**src/rtl/hamming_12_8_pkg.sv**
```systemverilog
// Shared constants and decode helpers for the Hamming (12,8) SEC code:
// codeword layout is {d7..d0, p3..p0}.
package hamming_12_8_pkg;

   localparam int DATA_W = 8;
   localparam int PAR_W  = 4;
   localparam int CODE_W = 12;

   // Data bits covered by each parity bit.
   localparam logic [DATA_W-1:0] P0_MASK = 8'h5B;
   localparam logic [DATA_W-1:0] P1_MASK = 8'h6D;
   localparam logic [DATA_W-1:0] P2_MASK = 8'h8E;
   localparam logic [DATA_W-1:0] P3_MASK = 8'hF0;

   localparam logic [PAR_W-1:0] SYN_D0 = 4'd3;
   localparam logic [PAR_W-1:0] SYN_D1 = 4'd5;
   localparam logic [PAR_W-1:0] SYN_D2 = 4'd6;
   localparam logic [PAR_W-1:0] SYN_D3 = 4'd7;
   localparam logic [PAR_W-1:0] SYN_D4 = 4'd9;
   localparam logic [PAR_W-1:0] SYN_D5 = 4'd10;
   localparam logic [PAR_W-1:0] SYN_D6 = 4'd11;
   localparam logic [PAR_W-1:0] SYN_D7 = 4'd12;

   typedef enum logic [1:0] {
      SYN_NONE,
      SYN_PAR,
      SYN_DATA,
      SYN_UNC
   } syn_kind_e;

   function automatic logic [DATA_W-1:0] syn2flip(input logic [PAR_W-1:0] syn);
      logic [DATA_W-1:0] mask;
      mask = '0;
      case (syn)
         SYN_D0:  mask = 8'h01;
         SYN_D1:  mask = 8'h02;
         SYN_D2:  mask = 8'h04;
         SYN_D3:  mask = 8'h08;
         SYN_D4:  mask = 8'h10;
         SYN_D5:  mask = 8'h20;
         SYN_D6:  mask = 8'h40;
         SYN_D7:  mask = 8'h80;
         default: mask = '0;
      endcase
      return mask;
   endfunction

   function automatic syn_kind_e syn_kind(input logic [PAR_W-1:0] syn);
      syn_kind_e kind;
      case (syn)
         4'd0:                kind = SYN_NONE;
         4'd1, 4'd2, 4'd4, 4'd8:  kind = SYN_PAR;
         4'd13, 4'd14, 4'd15: kind = SYN_UNC;
         default:             kind = SYN_DATA;
      endcase
      return kind;
   endfunction

endpackage

```
**src/rtl/hamming_decoder_8bit_stream_if.sv**
```systemverilog
// Valid/ready codeword input and decoded-result output of the (12,8) decoder.
interface hamming_decoder_8bit_stream_if;
   import hamming_12_8_pkg::*;

   logic              in_valid;
   logic              in_ready;
   logic [CODE_W-1:0] code_in;
   logic              out_valid;
   logic              out_ready;
   logic [DATA_W-1:0] data_out;
   logic              err_corr;
   logic              err_unc;
   logic [PAR_W-1:0]  syndrome;

   modport slave (
      input  in_valid, code_in, out_ready,
      output in_ready, out_valid, data_out, err_corr, err_unc, syndrome
   );

   modport master (
      output in_valid, code_in, out_ready,
      input  in_ready, out_valid, data_out, err_corr, err_unc, syndrome
   );

endinterface

```
**src/rtl/hamming_syndrome_12_8.sv**
```systemverilog
// Combinational syndrome generator: received parity XOR parity recomputed
// from the received data field.
module hamming_syndrome_12_8
   import hamming_12_8_pkg::*;
(
   input  logic [CODE_W-1:0] code,
   output logic [PAR_W-1:0]  syndrome
);

   logic [DATA_W-1:0] data;
   logic [PAR_W-1:0]  parity;

   always_comb begin
      data   = code[CODE_W-1:PAR_W];
      parity = {^(data & P3_MASK), ^(data & P2_MASK),
                ^(data & P1_MASK), ^(data & P0_MASK)};
      syndrome = code[PAR_W-1:0] ^ parity;
   end

endmodule

```
**src/rtl/hamming_decoder_8bit_stream.sv**
```systemverilog
// Two-stage pipelined Hamming (12,8) decoder with valid/ready flow control
// and saturating corrected/uncorrectable word counters.
module hamming_decoder_8bit_stream
   import hamming_12_8_pkg::*;
#(
   parameter int CNT_W = 16
) (
   input  logic                          clk,
   input  logic                          rst,
   hamming_decoder_8bit_stream_if.slave  stream,
   input  logic                          cnt_clr,
   output logic [CNT_W-1:0]              corr_cnt,
   output logic [CNT_W-1:0]              unc_cnt
);

   localparam logic [CNT_W-1:0] CNT_MAX = '1;

   logic              adv1, adv2, in_fire, out_fire;
   logic [PAR_W-1:0]  in_syn;
   syn_kind_e         s1_kind;

   // Stage 1 keeps only the data field; the parity bits live on in the syndrome.
   logic              s1_valid_q, s1_valid_d;
   logic [DATA_W-1:0] s1_data_q,  s1_data_d;
   logic [PAR_W-1:0]  s1_syn_q,   s1_syn_d;

   logic              s2_valid_q, s2_valid_d;
   logic [DATA_W-1:0] s2_data_q,  s2_data_d;
   logic              s2_corr_q,  s2_corr_d;
   logic              s2_unc_q,   s2_unc_d;
   logic [PAR_W-1:0]  s2_syn_q,   s2_syn_d;

   logic [CNT_W-1:0]  corr_cnt_q, corr_cnt_d;
   logic [CNT_W-1:0]  unc_cnt_q,  unc_cnt_d;

   hamming_syndrome_12_8 u_syn (
      .code     (stream.code_in),
      .syndrome (in_syn)
   );

   // Both handshakes are masked during reset so nothing transfers in that cycle.
   assign adv2             = ~s2_valid_q | stream.out_ready;
   assign adv1             = ~s1_valid_q | adv2;
   assign stream.in_ready  = adv1 & ~rst;
   assign stream.out_valid = s2_valid_q & ~rst;
   assign in_fire          = stream.in_valid & stream.in_ready;
   assign out_fire         = stream.out_valid & stream.out_ready;

   assign stream.data_out  = s2_data_q;
   assign stream.err_corr  = s2_corr_q;
   assign stream.err_unc   = s2_unc_q;
   assign stream.syndrome  = s2_syn_q;
   assign corr_cnt         = corr_cnt_q;
   assign unc_cnt          = unc_cnt_q;

   always_comb begin
      s1_valid_d = s1_valid_q;
      s1_data_d  = s1_data_q;
      s1_syn_d   = s1_syn_q;
      if (adv1) begin
         s1_valid_d = in_fire;
         if (in_fire) begin
            s1_data_d = stream.code_in[CODE_W-1:PAR_W];
            s1_syn_d  = in_syn;
         end
      end
   end

   always_comb begin
      s1_kind    = syn_kind(s1_syn_q);
      s2_valid_d = s2_valid_q;
      s2_data_d  = s2_data_q;
      s2_corr_d  = s2_corr_q;
      s2_unc_d   = s2_unc_q;
      s2_syn_d   = s2_syn_q;
      if (adv2) begin
         s2_valid_d = s1_valid_q;
         if (s1_valid_q) begin
            s2_data_d = s1_data_q ^ syn2flip(s1_syn_q);
            s2_corr_d = (s1_kind == SYN_PAR) || (s1_kind == SYN_DATA);
            s2_unc_d  = (s1_kind == SYN_UNC);
            s2_syn_d  = s1_syn_q;
         end
      end
   end

   // Clear takes priority over a coincident increment.
   always_comb begin
      corr_cnt_d = corr_cnt_q;
      unc_cnt_d  = unc_cnt_q;
      if (cnt_clr) begin
         corr_cnt_d = '0;
         unc_cnt_d  = '0;
      end else if (out_fire) begin
         if (s2_corr_q && corr_cnt_q != CNT_MAX) corr_cnt_d = corr_cnt_q + CNT_W'(1);
         if (s2_unc_q && unc_cnt_q != CNT_MAX)   unc_cnt_d  = unc_cnt_q + CNT_W'(1);
      end
   end

   always_ff @(posedge clk) begin
      if (rst) begin
         s1_valid_q <= 1'b0;
         s1_data_q  <= '0;
         s1_syn_q   <= '0;
         s2_valid_q <= 1'b0;
         s2_data_q  <= '0;
         s2_corr_q  <= 1'b0;
         s2_unc_q   <= 1'b0;
         s2_syn_q   <= '0;
         corr_cnt_q <= '0;
         unc_cnt_q  <= '0;
      end else begin
         s1_valid_q <= s1_valid_d;
         s1_data_q  <= s1_data_d;
         s1_syn_q   <= s1_syn_d;
         s2_valid_q <= s2_valid_d;
         s2_data_q  <= s2_data_d;
         s2_corr_q  <= s2_corr_d;
         s2_unc_q   <= s2_unc_d;
         s2_syn_q   <= s2_syn_d;
         corr_cnt_q <= corr_cnt_d;
         unc_cnt_q  <= unc_cnt_d;
      end
   end

endmodule
```
**src/flat_wrapper.sv**
```systemverilog
// flat-port wrapper written by rule: the top's interface ports become plain ports
module hamming_decoder_8bit_stream_flat import hamming_12_8_pkg::*;
#(
   parameter int CNT_W = 16
)
  (clk, rst, cnt_clr, corr_cnt, unc_cnt, stream_in_valid, stream_code_in, stream_out_ready, stream_in_ready, stream_out_valid, stream_data_out, stream_err_corr, stream_err_unc, stream_syndrome);
  hamming_decoder_8bit_stream_if stream_i ();
  input  logic clk;
  input  logic rst;
  input  logic cnt_clr;
  output logic [CNT_W-1:0] corr_cnt;
  output logic [CNT_W-1:0] unc_cnt;
  input wire logic [$bits(stream_i.in_valid)-1:0] stream_in_valid;
  input wire logic [$bits(stream_i.code_in)-1:0] stream_code_in;
  input wire logic [$bits(stream_i.out_ready)-1:0] stream_out_ready;
  output wire logic [$bits(stream_i.in_ready)-1:0] stream_in_ready;
  output wire logic [$bits(stream_i.out_valid)-1:0] stream_out_valid;
  output wire logic [$bits(stream_i.data_out)-1:0] stream_data_out;
  output wire logic [$bits(stream_i.err_corr)-1:0] stream_err_corr;
  output wire logic [$bits(stream_i.err_unc)-1:0] stream_err_unc;
  output wire logic [$bits(stream_i.syndrome)-1:0] stream_syndrome;
  assign stream_i.in_valid = stream_in_valid;
  assign stream_i.code_in = stream_code_in;
  assign stream_i.out_ready = stream_out_ready;
  assign stream_in_ready = stream_i.in_ready;
  assign stream_out_valid = stream_i.out_valid;
  assign stream_data_out = stream_i.data_out;
  assign stream_err_corr = stream_i.err_corr;
  assign stream_err_unc = stream_i.err_unc;
  assign stream_syndrome = stream_i.syndrome;
  hamming_decoder_8bit_stream #(.CNT_W(CNT_W)) u_core (.clk(clk), .rst(rst), .stream(stream_i), .cnt_clr(cnt_clr), .corr_cnt(corr_cnt), .unc_cnt(unc_cnt));
endmodule
```
**config.mk**
```make
export PLATFORM = sky130hd
export DESIGN_NAME = hamming_decoder_8bit_stream_flat
export DESIGN_NICKNAME = d
export VERILOG_FILES = /design/src/rtl/hamming_12_8_pkg.sv /design/src/rtl/hamming_decoder_8bit_stream_if.sv /design/src/rtl/hamming_syndrome_12_8.sv /design/src/rtl/hamming_decoder_8bit_stream.sv /design/src/flat_wrapper.sv
export SDC_FILE = /design/constraint.sdc
export NUM_CORES = 1
export LEC_CHECK = 0
export CAP_MARGIN = 0
export CORE_MARGIN = 1.5
export CORE_UTILIZATION = 40
export CTS_BUF_LIST = sky130_fd_sc_hd__clkbuf_8
export DETAILED_ROUTE_END_ITERATION = 10
export HOLD_SLACK_MARGIN = 0.08
export SLEW_MARGIN = 10
export SYNTH_ARGS = -nofsm -noshare
export SYNTH_HDL_FRONTEND = slang
export SYNTH_SLANG_ARGS = --single-unit
export TNS_END_PERCENT = 5
```
**constraint.sdc**
```tcl
create_clock -name clk -period 4.7 [get_ports clk]
set_input_delay 0.47 -clock clk [delete_from_list [all_inputs] [get_ports clk]]
set_output_delay 0.47 -clock clk [all_outputs]
set_load 0.01 [all_outputs]
```
==> run metrics, run 1 <==
Post-synth EDFFs 0; post-synth top area share 42.26%; port bufs 64; syn nets 374; FF+latch count, synth 70; Root Buffer clkbuf_8; Main synth FF type dfxtp_1; CP max FO 35; GR Util All Layers 16.71%; outcome finished, final reports clean; Final min period 2726 ps; met3 routed WL 256 um; CP bufs+invs 3; Critical Path Stages 9; register area share after synthesis 42.26%; Antenna Diode Count 0; max cap viols 0; post-CTS sizing 0; clock latency on the worst-skew pair 330 ps; final setup violation count 0; Via density 5.008; largest net degree at the start of global routing 36; synth cell count leaders 70 x dfxtp_1, 49 x nor2_1, 34 x xnor2_1; post-synthesis cell count 349; drt total wl 7.007 mm; CP startpoint rst; Post-Syn Area per Cell 9.501 sq um; Die Ht 94.05 um; initial core utilization 40.76%; WL met2 3.337 mm; row count 33; PD cells 297.4 mW/mm^2; Reg2Reg Depth 6; critical path type input pin to register; wire length per cell 13.55 um; Largest delay share family, worst path buffers and inverters; layout net count 434; LEAKAGE 1.520 nW; Critical Path AT 2940 ps; slowest CP cell o21ai_0; period utilization 58.00%; CP peak stage delay 560 ps; Core Area 0.008134 sq mm; vias in the first global route 2,405; Post-route DRC 0; Synth area leaders dfxtp_1 42%, xnor2_1 9.0%, nor2_1 5.5%; Mapped Area 0.003316 sq mm; critical path endpoint u_core.s1_kind[0]; fmax 366.9 MHz; DP Area 0.004019 sq mm; DR vias 2,589; Cell Chain, Critical Path clkdlybuf4s50_1 -> buf_4 -> nor2b_1 -> nand2_1 -> o21ai_0 -> inv_1 -> ha_1 -> nor3_2 -> a211oi_2; Die X 94.05 um; setup TNS 0 ps; CP endpoint kind register; Worst VDD drop 0.1754 mV; First-pass DRT Iterations 4; relative slew slack 21.87%; Tightest Hold Check Type register to register; top layer in use met4; CTS tree done; R2R Path Start u_core.corr_cnt[0]; Synth warnings 0; GR Overflow Total 0; Power Total 0.001246 W; Final Hold Vio Count 0; Post-synth ARST share 0%; wire length on met1 3.355 mm; count of different cell masters after synthesis 54; post-CTS setup buffer count 0; htree depth 3; ratio of cells with drive above 1 in the final layout 8.252%; most common cell in the synthesized netlist dfxtp_1; initial antenna violation count 0; Area growth syn-to-layout 26.34%; initial DRC count 73; I/O pin cnt 65; post-synth top area cell dfxtp_1; Worst Clk Skew 9.246 ps; Clock transition at path regs 70 ps; DIE AREA 0.008844 sq mm; Final GP Congestion 0.7676; placed insts 503; post-route cell area 0.004189 sq mm; Max Slew Vio Count 0; Routed Antenna Nets 0; Slew @ Worst Pin 1162 ps; RSZ-0062 raised after global routing false; Final Core Density 51.50%; clock tree buffer depth 2; Finished Layout Cells 517; clock buffer count from CTS 9; CTS sink cnt 70; # hold bufs at CTS 0; global-route wire length before repair 11.46 mm; Critical R2R Capture u_core.corr_cnt[1]; Crit path required time 4920 ps; DP Wirelength 5.003 mm; reg-to-reg slack, setup 2250 ps; Startpoint Class input pin
final cells by class:
class / count / area [sq um]
inverter: 7 / 26.28
timing repair buffer: 65 / 648.1
clock buffer: 9 / 123.9
clock inverter: 5 / 46.29
fill: 791 / 3945
tap: 105 / 131.4
sequential: 70 / 1401
multi-input combinational: 256 / 1812
layer usage:
metal	vias up	GRT usage [%]
met4	0	4.478
li1	1325	-
met1	1205	21.63
met5	-	0
met2	54	27.05
met3	5	4.935
how the worst min path moves through the flow:
stage | startpoint | to | slack (ps) | cells past startpoint
finish | u_core.s1_data_q[3] | u_core.s1_data_q[3] | 490 | 2
global route | u_core.stream.data_out[7] | u_core.stream.data_out[7] | 510 | 2
CTS | u_core.s1_data_q[1] | u_core.s1_data_q[1] | 490 | 2
detailed placement | u_core.s1_data_q[1] | u_core.s1_data_q[1] | 480 | 2
global placement | u_core.s1_data_q[5] | u_core.s1_data_q[5] | 480 | 2
floorplan | u_core.s1_data_q[0] | u_core.s1_data_q[0] | 460 | 2
worst min-delay path: cells and delay by family, from the launching register on:
| kind | cells | cell delay, ps |
|---|---|---|
| DFF | 1 | 320 |
| and+or+nand+nor | 2 | 130 |
report_power, final:
part / switching [W] / internal [W] / total, W
sequential: 0.0000153 / 0.000623 / 0.000639
combinational: 0.0000857 / 0.0000857 / 0.000171
clock: 0.000203 / 0.000233 / 0.000436
total: 0.000304 / 0.000942 / 0.00125
placed cells by master, fill, tap and decap left out, types with 2 or more instances in the layout:
| master | n |
|---|---|
| o21ai_0 | 5 |
| o211ai_1 | 5 |
| xor2_1 | 12 |
| nand4_1 | 4 |
| xnor3_1 | 2 |
| nand4_2 | 3 |
| o41ai_1 | 2 |
| o21a_1 | 2 |
| nor3_2 | 2 |
| nor3_1 | 6 |
| inv_1 | 9 |
| nand3_1 | 6 |
| and3_1 | 11 |
| and4_1 | 3 |
| dfxtp_1 | 70 |
| clkdlybuf4s50_1 | 64 |
| nand2b_1 | 2 |
| a2111oi_2 | 3 |
| nand2_1 | 27 |
| nor4_2 | 2 |
| xnor2_1 | 34 |
| clkbuf_8 | 9 |
| nand3b_1 | 13 |
| a21oi_1 | 4 |
| and2_1 | 5 |
| nor2b_1 | 3 |
| ha_1 | 8 |
| nor2_1 | 49 |
| mux2i_1 | 8 |
| a211oi_1 | 12 |
| nor4_1 | 3 |
logic make-up after synthesis:
group,count (synthesis),synth area share [%]
DFF,70,42.26
and+or+nand+nor,152,25.59
adders and majority gates,8,3.019
xor gates and xnor gates,48,13.51
AOI/OAI and AO/OA,38,8.906
muxes,10,3.547
buffers and inverters,23,3.169
through the flow:
stage               hold WS (ps)  setup slack [ps]
global placement           475.9              1702
floorplan                  462.2              2592
detailed placement         477.4              1612
CTS                        491.0              1976
finish                     486.0              1974
global route               513.3              1725
Power figures use the tool's default switching activity.
==> run 2: changes to the inputs <==
==> constraint.sdc (replaced) <==
create_clock -name clk -period 2.85 [get_ports clk]
set_input_delay 0.285 -clock clk [delete_from_list [all_inputs] [get_ports clk]]
set_output_delay 0.285 -clock clk [all_outputs]
set_load 0.01 [all_outputs]
==> run 2 against run 1 <==
  * Combinational power increased by 68%
  * Critical path type unchanged
  * Largest cell class unchanged
  * Core utilization up 1.6 points
  * Sequential cell count unchanged
==> run metrics, run 2 (same netlist as run 1, synthesis figures left out) <==
outcome finished, final reports clean; CP most frequent cell xnor2_1; slowest CP cell clkdlybuf4s50_1; LEAKAGE 1.579 nW (+3.9%); drt total wl 7.072 mm (+0.93%); post-CTS sizing 0 (unchanged); Die X 94.05 um (unchanged); Cell Chain, Critical Path clkdlybuf4s50_1 -> xor2_1 -> xnor2_1 -> xnor2_1 -> o21ai_1 -> inv_1 -> ha_1 -> nor3_2 -> a211oi_2; Via density 4.992 (-0.31%); Antenna Diode Count 0 (unchanged); Crit path required time 3070 ps (-1850 ps); # hold bufs at CTS 0 (unchanged); Max Slew Vio Count 0 (unchanged); initial DRC count 73 (unchanged); post-CTS setup buffer count 0 (unchanged); relative slew slack 59.31% (+37 points); row count 33 (unchanged); clock latency on the worst-skew pair 340 ps (about the same); DP Wirelength 5.148 mm (+2.9%); Die Ht 94.05 um (unchanged); Final Hold Vio Count 0 (unchanged); Routed Antenna Nets 0 (unchanged); max cap viols 0 (unchanged); Post-route DRC 0 (unchanged); Critical Path AT 2370 ps (-570 ps); Finished Layout Cells 525 (+1.5%); commonest non-fill, non-tap cells in the layout 70 x dfxtp_1, 64 x clkdlybuf4s50_1, 49 x nor2_1; Final GP Congestion 0.7728 (+0.68%); worst slack at placement 348.5 ps (-1263 ps); htree depth 3 (unchanged); Slew @ Worst Pin 610.3 ps (-552.0 ps); largest net degree at the start of global routing 31 (-14%); port bufs 64 (unchanged); initial antenna violation count 0 (unchanged); Reg2Reg Depth 8 (+2); placed insts 509 (+1.2%); CTS sink cnt 70 (unchanged); First-pass DRT Iterations 4 (unchanged); Final min period 2153 ps; Worst VDD drop 0.3053 mV (+74%); critical path type input pin to register; Area growth syn-to-layout 30.19%; Multi-input gate area 0.001812 sq mm (unchanged); most common cell after layout, fill and taps aside dfxtp_1; CP peak stage delay 480 ps (-80 ps); setup TNS 0 ps (unchanged); vias in the first global route 2,371 (-1.4%); CP bufs+invs 2 (-1); CTS tree done; initial core utilization 40.76% (unchanged); clock buffer count from CTS 9 (unchanged); Worst Clk Skew 11.51 ps (+2.261 ps); fmax 464.5 MHz; CP max FO 4 (-89%); final setup violation count 0 (unchanged); DR vias 2,621 (+1.2%); CP endpoint kind register; Critical Path Stages 9 (unchanged); Startpoint Class input pin; ratio of cells with drive above 1 in the final layout 10.71% (+2.5 points); Final Core Density 53.07% (+1.6 points); Worst Hold Depth 2 (unchanged); period utilization 75.55%; DIE AREA 0.008844 sq mm (unchanged); I/O pin cnt 65 (unchanged); clock tree buffer depth 2 (unchanged); wire length per cell 13.47 um (-0.61%); fillers 753 (-4.8%); Root Buffer clkbuf_8; global-route wire length before repair 11.58 mm (+1.0%); Largest delay share family, worst path buffers and inverters; GR Overflow Total 0 (unchanged); Core Area 0.008134 sq mm (unchanged); RSZ-0062 raised after global routing false; Tightest Hold Check Type register to register; layout net count 440 (+1.4%); Reg area 0.001401 sq mm (unchanged); final worst-path setup slack 696.9 ps (-1277 ps); GR Util All Layers 17.04% (+0.33 points); Clock transition at path regs 70 ps (about the same); PD cells 536.7 mW/mm^2 (+80%)
run 2: changes by cell type in the layout (fill, tap and decap cells not counted):
cell	change
buf_4	+6
bufinv_16	+1
clkbuf_8	+5
clkinv_2	-1
inv_1	-3
run 2: final timing paths:
kind                                     startpoint             endpoint  slack [ps]
worst min register to register  u_core.s1_data_q[0]  u_core.s1_data_q[0]         490
worst min-delay path            u_core.s1_data_q[0]  u_core.s1_data_q[0]         490
worst max-delay path              stream_code_in[7]    u_core.s1_kind[0]         700
worst max register to register    u_core.s2_valid_q    u_core.s1_kind[0]         850
run 2: layer usage:
layer  track usage [%]  wire, um
met5                 0         0
met4             7.090       119
met3             3.398       229
met2             26.45      3202
met1             23.02      3522
run 2: cell type report:
| class | count | share of cell area [%] |
|---|---|---|
| multi-input cells | 256 | 41.97 |
| clock buffers | 14 | 4.464 |
| inverters | 7 | 0.6087 |
| clock inverters | 2 | 1.391 |
| repair buffers | 71 | 16.06 |
| well taps | 105 | 3.043 |
| flip-flops and latches | 70 | 32.46 |
run 2: power breakdown:
group,switching (W),internal (W),total (W)
combinational,0.000141,0.000146,0.000287
clock,0.000363,0.000613,0.000977
sequential,0.0000256,0.00103,0.00105
run 2: worst reg2reg max path: stages, from the launching register on:
cell,delay [ps]
dfxtp_1,400
nand3b_1,110
nand2_1,310
nand3b_1,140
o21ai_1,210
inv_1,140
ha_1,320
nor3_2,200
a211oi_2,60
run 2: through the flow:
stage	cell area, sq um	hold WS, ps	total power (W)
global placement	4064	472.3	0.001366
global route	4317	511.3	0.002425
CTS	4317	492.0	0.002355
floorplan	3316	384.0	0.001264
finish	4317	489.5	0.002317
detailed placement	4064	476.0	0.001369
==> run 3: changes to the inputs <==
--- a/config.mk
+++ b/config.mk
@@ -11,6 +11,7 @@
 export CTS_BUF_LIST = sky130_fd_sc_hd__clkbuf_8
 export DETAILED_ROUTE_END_ITERATION = 10
 export HOLD_SLACK_MARGIN = 0.08
+export PLACE_DENSITY = 0.67
 export SLEW_MARGIN = 10
 export SYNTH_ARGS = -nofsm -noshare
 export SYNTH_HDL_FRONTEND = slang
==> constraint.sdc (replaced) <==
create_clock -name clk -period 1.78 [get_ports clk]
set_input_delay 0.178 -clock clk [delete_from_list [all_inputs] [get_ports clk]]
set_output_delay 0.178 -clock clk [all_outputs]
set_load 0.01 [all_outputs]
==> run 3 against run 2 <==
  * Core utilization grew 3.1 points
  * First-iteration DRC count increased by 68%
  * Global-route usage increased by 0.84 points
  * Total power is 52% higher
  * Critical path depth down 3
  * Critical endpoint is now u_core.unc_cnt[0]
  * Clock-buffer cell count down 3
  * Sequential share of layout area fell by 1.8 points
  * Final cell count rose by 6.9%
  * Clock skew down 3.2 ps
==> run metrics, run 3 (same netlist as run 1, synthesis figures left out) <==
outcome finished, final reports clean; PD cells 769.3 mW/mm^2 (+43%); CP max FO 9 (+5); First-pass DRT Iterations 4 (unchanged); Final Hold Vio Count 0 (unchanged); GR Overflow Total 0 (unchanged); Net Sw Frac 24.80% (+1.9 points); Comb power frac 14.9% (+2.5 points); Area growth syn-to-layout 37.77%; DR vias 2,774 (+5.8%); Core Area 0.008134 sq mm (unchanged); clock buffer count from CTS 9 (unchanged); Worst VDD drop 0.4072 mV (+33%); RSZ-0062 raised after global routing true; final setup violation count 0 (unchanged); Post-route DRC 0 (unchanged); max cap viols 0 (unchanged); Critical R2R Capture u_core.unc_cnt[0]; Largest delay share family, worst path simple AND/OR/NAND/NOR gates; Worst Clk Skew 8.314 ps (-3.192 ps); setup TNS 0 ps (unchanged); NetSw 0.0008716 W (+65%); CP endpoint kind register; port bufs 64 (unchanged); largest net degree at the start of global routing 19 (-39%); initial antenna violation count 0 (unchanged); post-route cell area 0.004568 sq mm (+5.8%); initial DRC count 123 (+68%); CP peak stage delay 380 ps (-100 ps); Routed Antenna Nets 0 (unchanged); Final min period 1719 ps; Critical Path AT 1950 ps (-420 ps); Flop pwr share 48.0% (+2.5 points); Tightest Hold Check Type input pin to register; Final Core Density 56.16% (+3.1 points); drt total wl 7.433 mm (+5.1%); CP bufs+invs 1 (-1); ratio of cells with drive above 1 in the final layout 17.76% (+7.0 points); Int Power 0.002642 W (+48%); CTS sink cnt 70 (unchanged); DP Wirelength 5.502 mm (+6.9%); worst hold slack 128.2 ps (-361.3 ps); Cell Chain, Critical Path and4_1 -> nand4_2 -> o21ai_2 -> buf_4 -> xor2_1 -> nor2_1; Clk pwr share 37.1% (-5.1 points); Die Ht 94.05 um (unchanged); Root Buffer clkbuf_8; Final GP Congestion 0.8591 (+11%); post-CTS setup buffer count 0 (unchanged); Max Slew Vio Count 0 (unchanged); most common cell after layout, fill and taps aside dfxtp_1; Via density 4.945 (-0.95%); commonest non-fill, non-tap cells in the layout 70 x dfxtp_1, 59 x clkdlybuf4s50_1, 49 x nor2_1; clock latency on the worst-skew pair 340 ps (about the same); Clock transition at path regs 80 ps (about the same); HP Start stream_code_in[8]; DP Area 0.004344 sq mm (+6.9%); relative slew slack 74.99% (+16 points); GR Util All Layers 17.87% (+0.84 points); reg-to-reg slack, setup 60 ps (-790 ps); Die X 94.05 um (unchanged); global-route wire length before repair 12.23 mm (+5.7%); LEAKAGE 1.784 nW (+13%); row count 33 (unchanged); Slew @ Worst Pin 371.7 ps (-238.6 ps); Reg2Reg Depth 6 (-2); Startpoint Class register; fmax 581.8 MHz; WHS Endpoint u_core.s1_data_q[4]; vias in the first global route 2,625 (+11%); clock tree buffer depth 2 (unchanged); Crit path required time 2010 ps (-1060 ps); layout net count 476 (+8.2%); I/O pin cnt 65 (unchanged); CTS tree done; Antenna Diode Count 0 (unchanged); Worst Hold Depth 3 (+1); Power Total 0.003514 W (+52%); slowest CP cell dfxtp_1; R2R Path Start u_core.unc_cnt[9]; wire length per cell 13.25 um (-1.6%); initial core utilization 40.76% (unchanged); critical path type register to register; htree depth 3 (unchanged); DIE AREA 0.008844 sq mm (unchanged); period utilization 96.56%
[run 3: routing by layer]
layer,GRT usage (%),part of all wire (%)
met4,7.214,1.1
met2,27.78,46
met3,4.288,4.0
met5,0,0
met1,23.78,49
[run 3: stage by stage]
step | std cells | worst slack (ps)
after floorplan | 349 | 0.3887
after global placement | 545 | -356.0
after detailed placement | 545 | -382.3
after CTS | 561 | -5.154
after global routing | 561 | -30.20
final | 561 | 61.26
[run 3: how the worst max path moves through the flow]
stage / to / startpoint / cells after the start
floorplan: u_core.corr_cnt[11] / u_core.corr_cnt[0] / 7
global placement: u_core.s1_kind[0] / stream_code_in[7] / 9
detailed placement: u_core.s1_kind[0] / stream_code_in[7] / 9
CTS: u_core.s1_kind[0] / stream_code_in[7] / 9
global route: u_core.unc_cnt[0] / u_core.unc_cnt[9] / 6
finish: u_core.unc_cnt[0] / u_core.unc_cnt[9] / 6
[run 3: what timing repair did]
item | CTS | global route
gates resized for setup | 2 | 6
endpoints found under the setup margin | 3 | 12
hold endpoints to repair | 0 | 0
pin swaps | 0 | 8
hold buffers | 0 | 0
[run 3: area by class of cell]
class	instances	area (sq um)
clock buffer	11	151.4
clock inverter	5	50.05
fill	714	3566
inverter	7	26.28
multi-input combinational	256	1827
sequential	70	1401
tap	105	131.4
timing repair buffer	107	980.9
[run 3: power groups by stage]
stage	clock network (W)	registers, W	logic (W)
floorplan	0	0.00172	0.000300
global placement	0	0.00172	0.000518
detailed placement	0	0.00172	0.000526
CTS	0.00134	0.00169	0.000526
global route	0.00142	0.00170	0.000576
finish	0.00130	0.00169	0.000524
[run 3: worst reg2reg max path, delay by kind of cell (launching register included)]
family	cells	cell delay, ps
AOI/OAI and AO/OA	1	310
buffers and inverters	1	150
xor gates and xnor gates	1	140
DFF	1	380
and+or+nand+nor	3	630
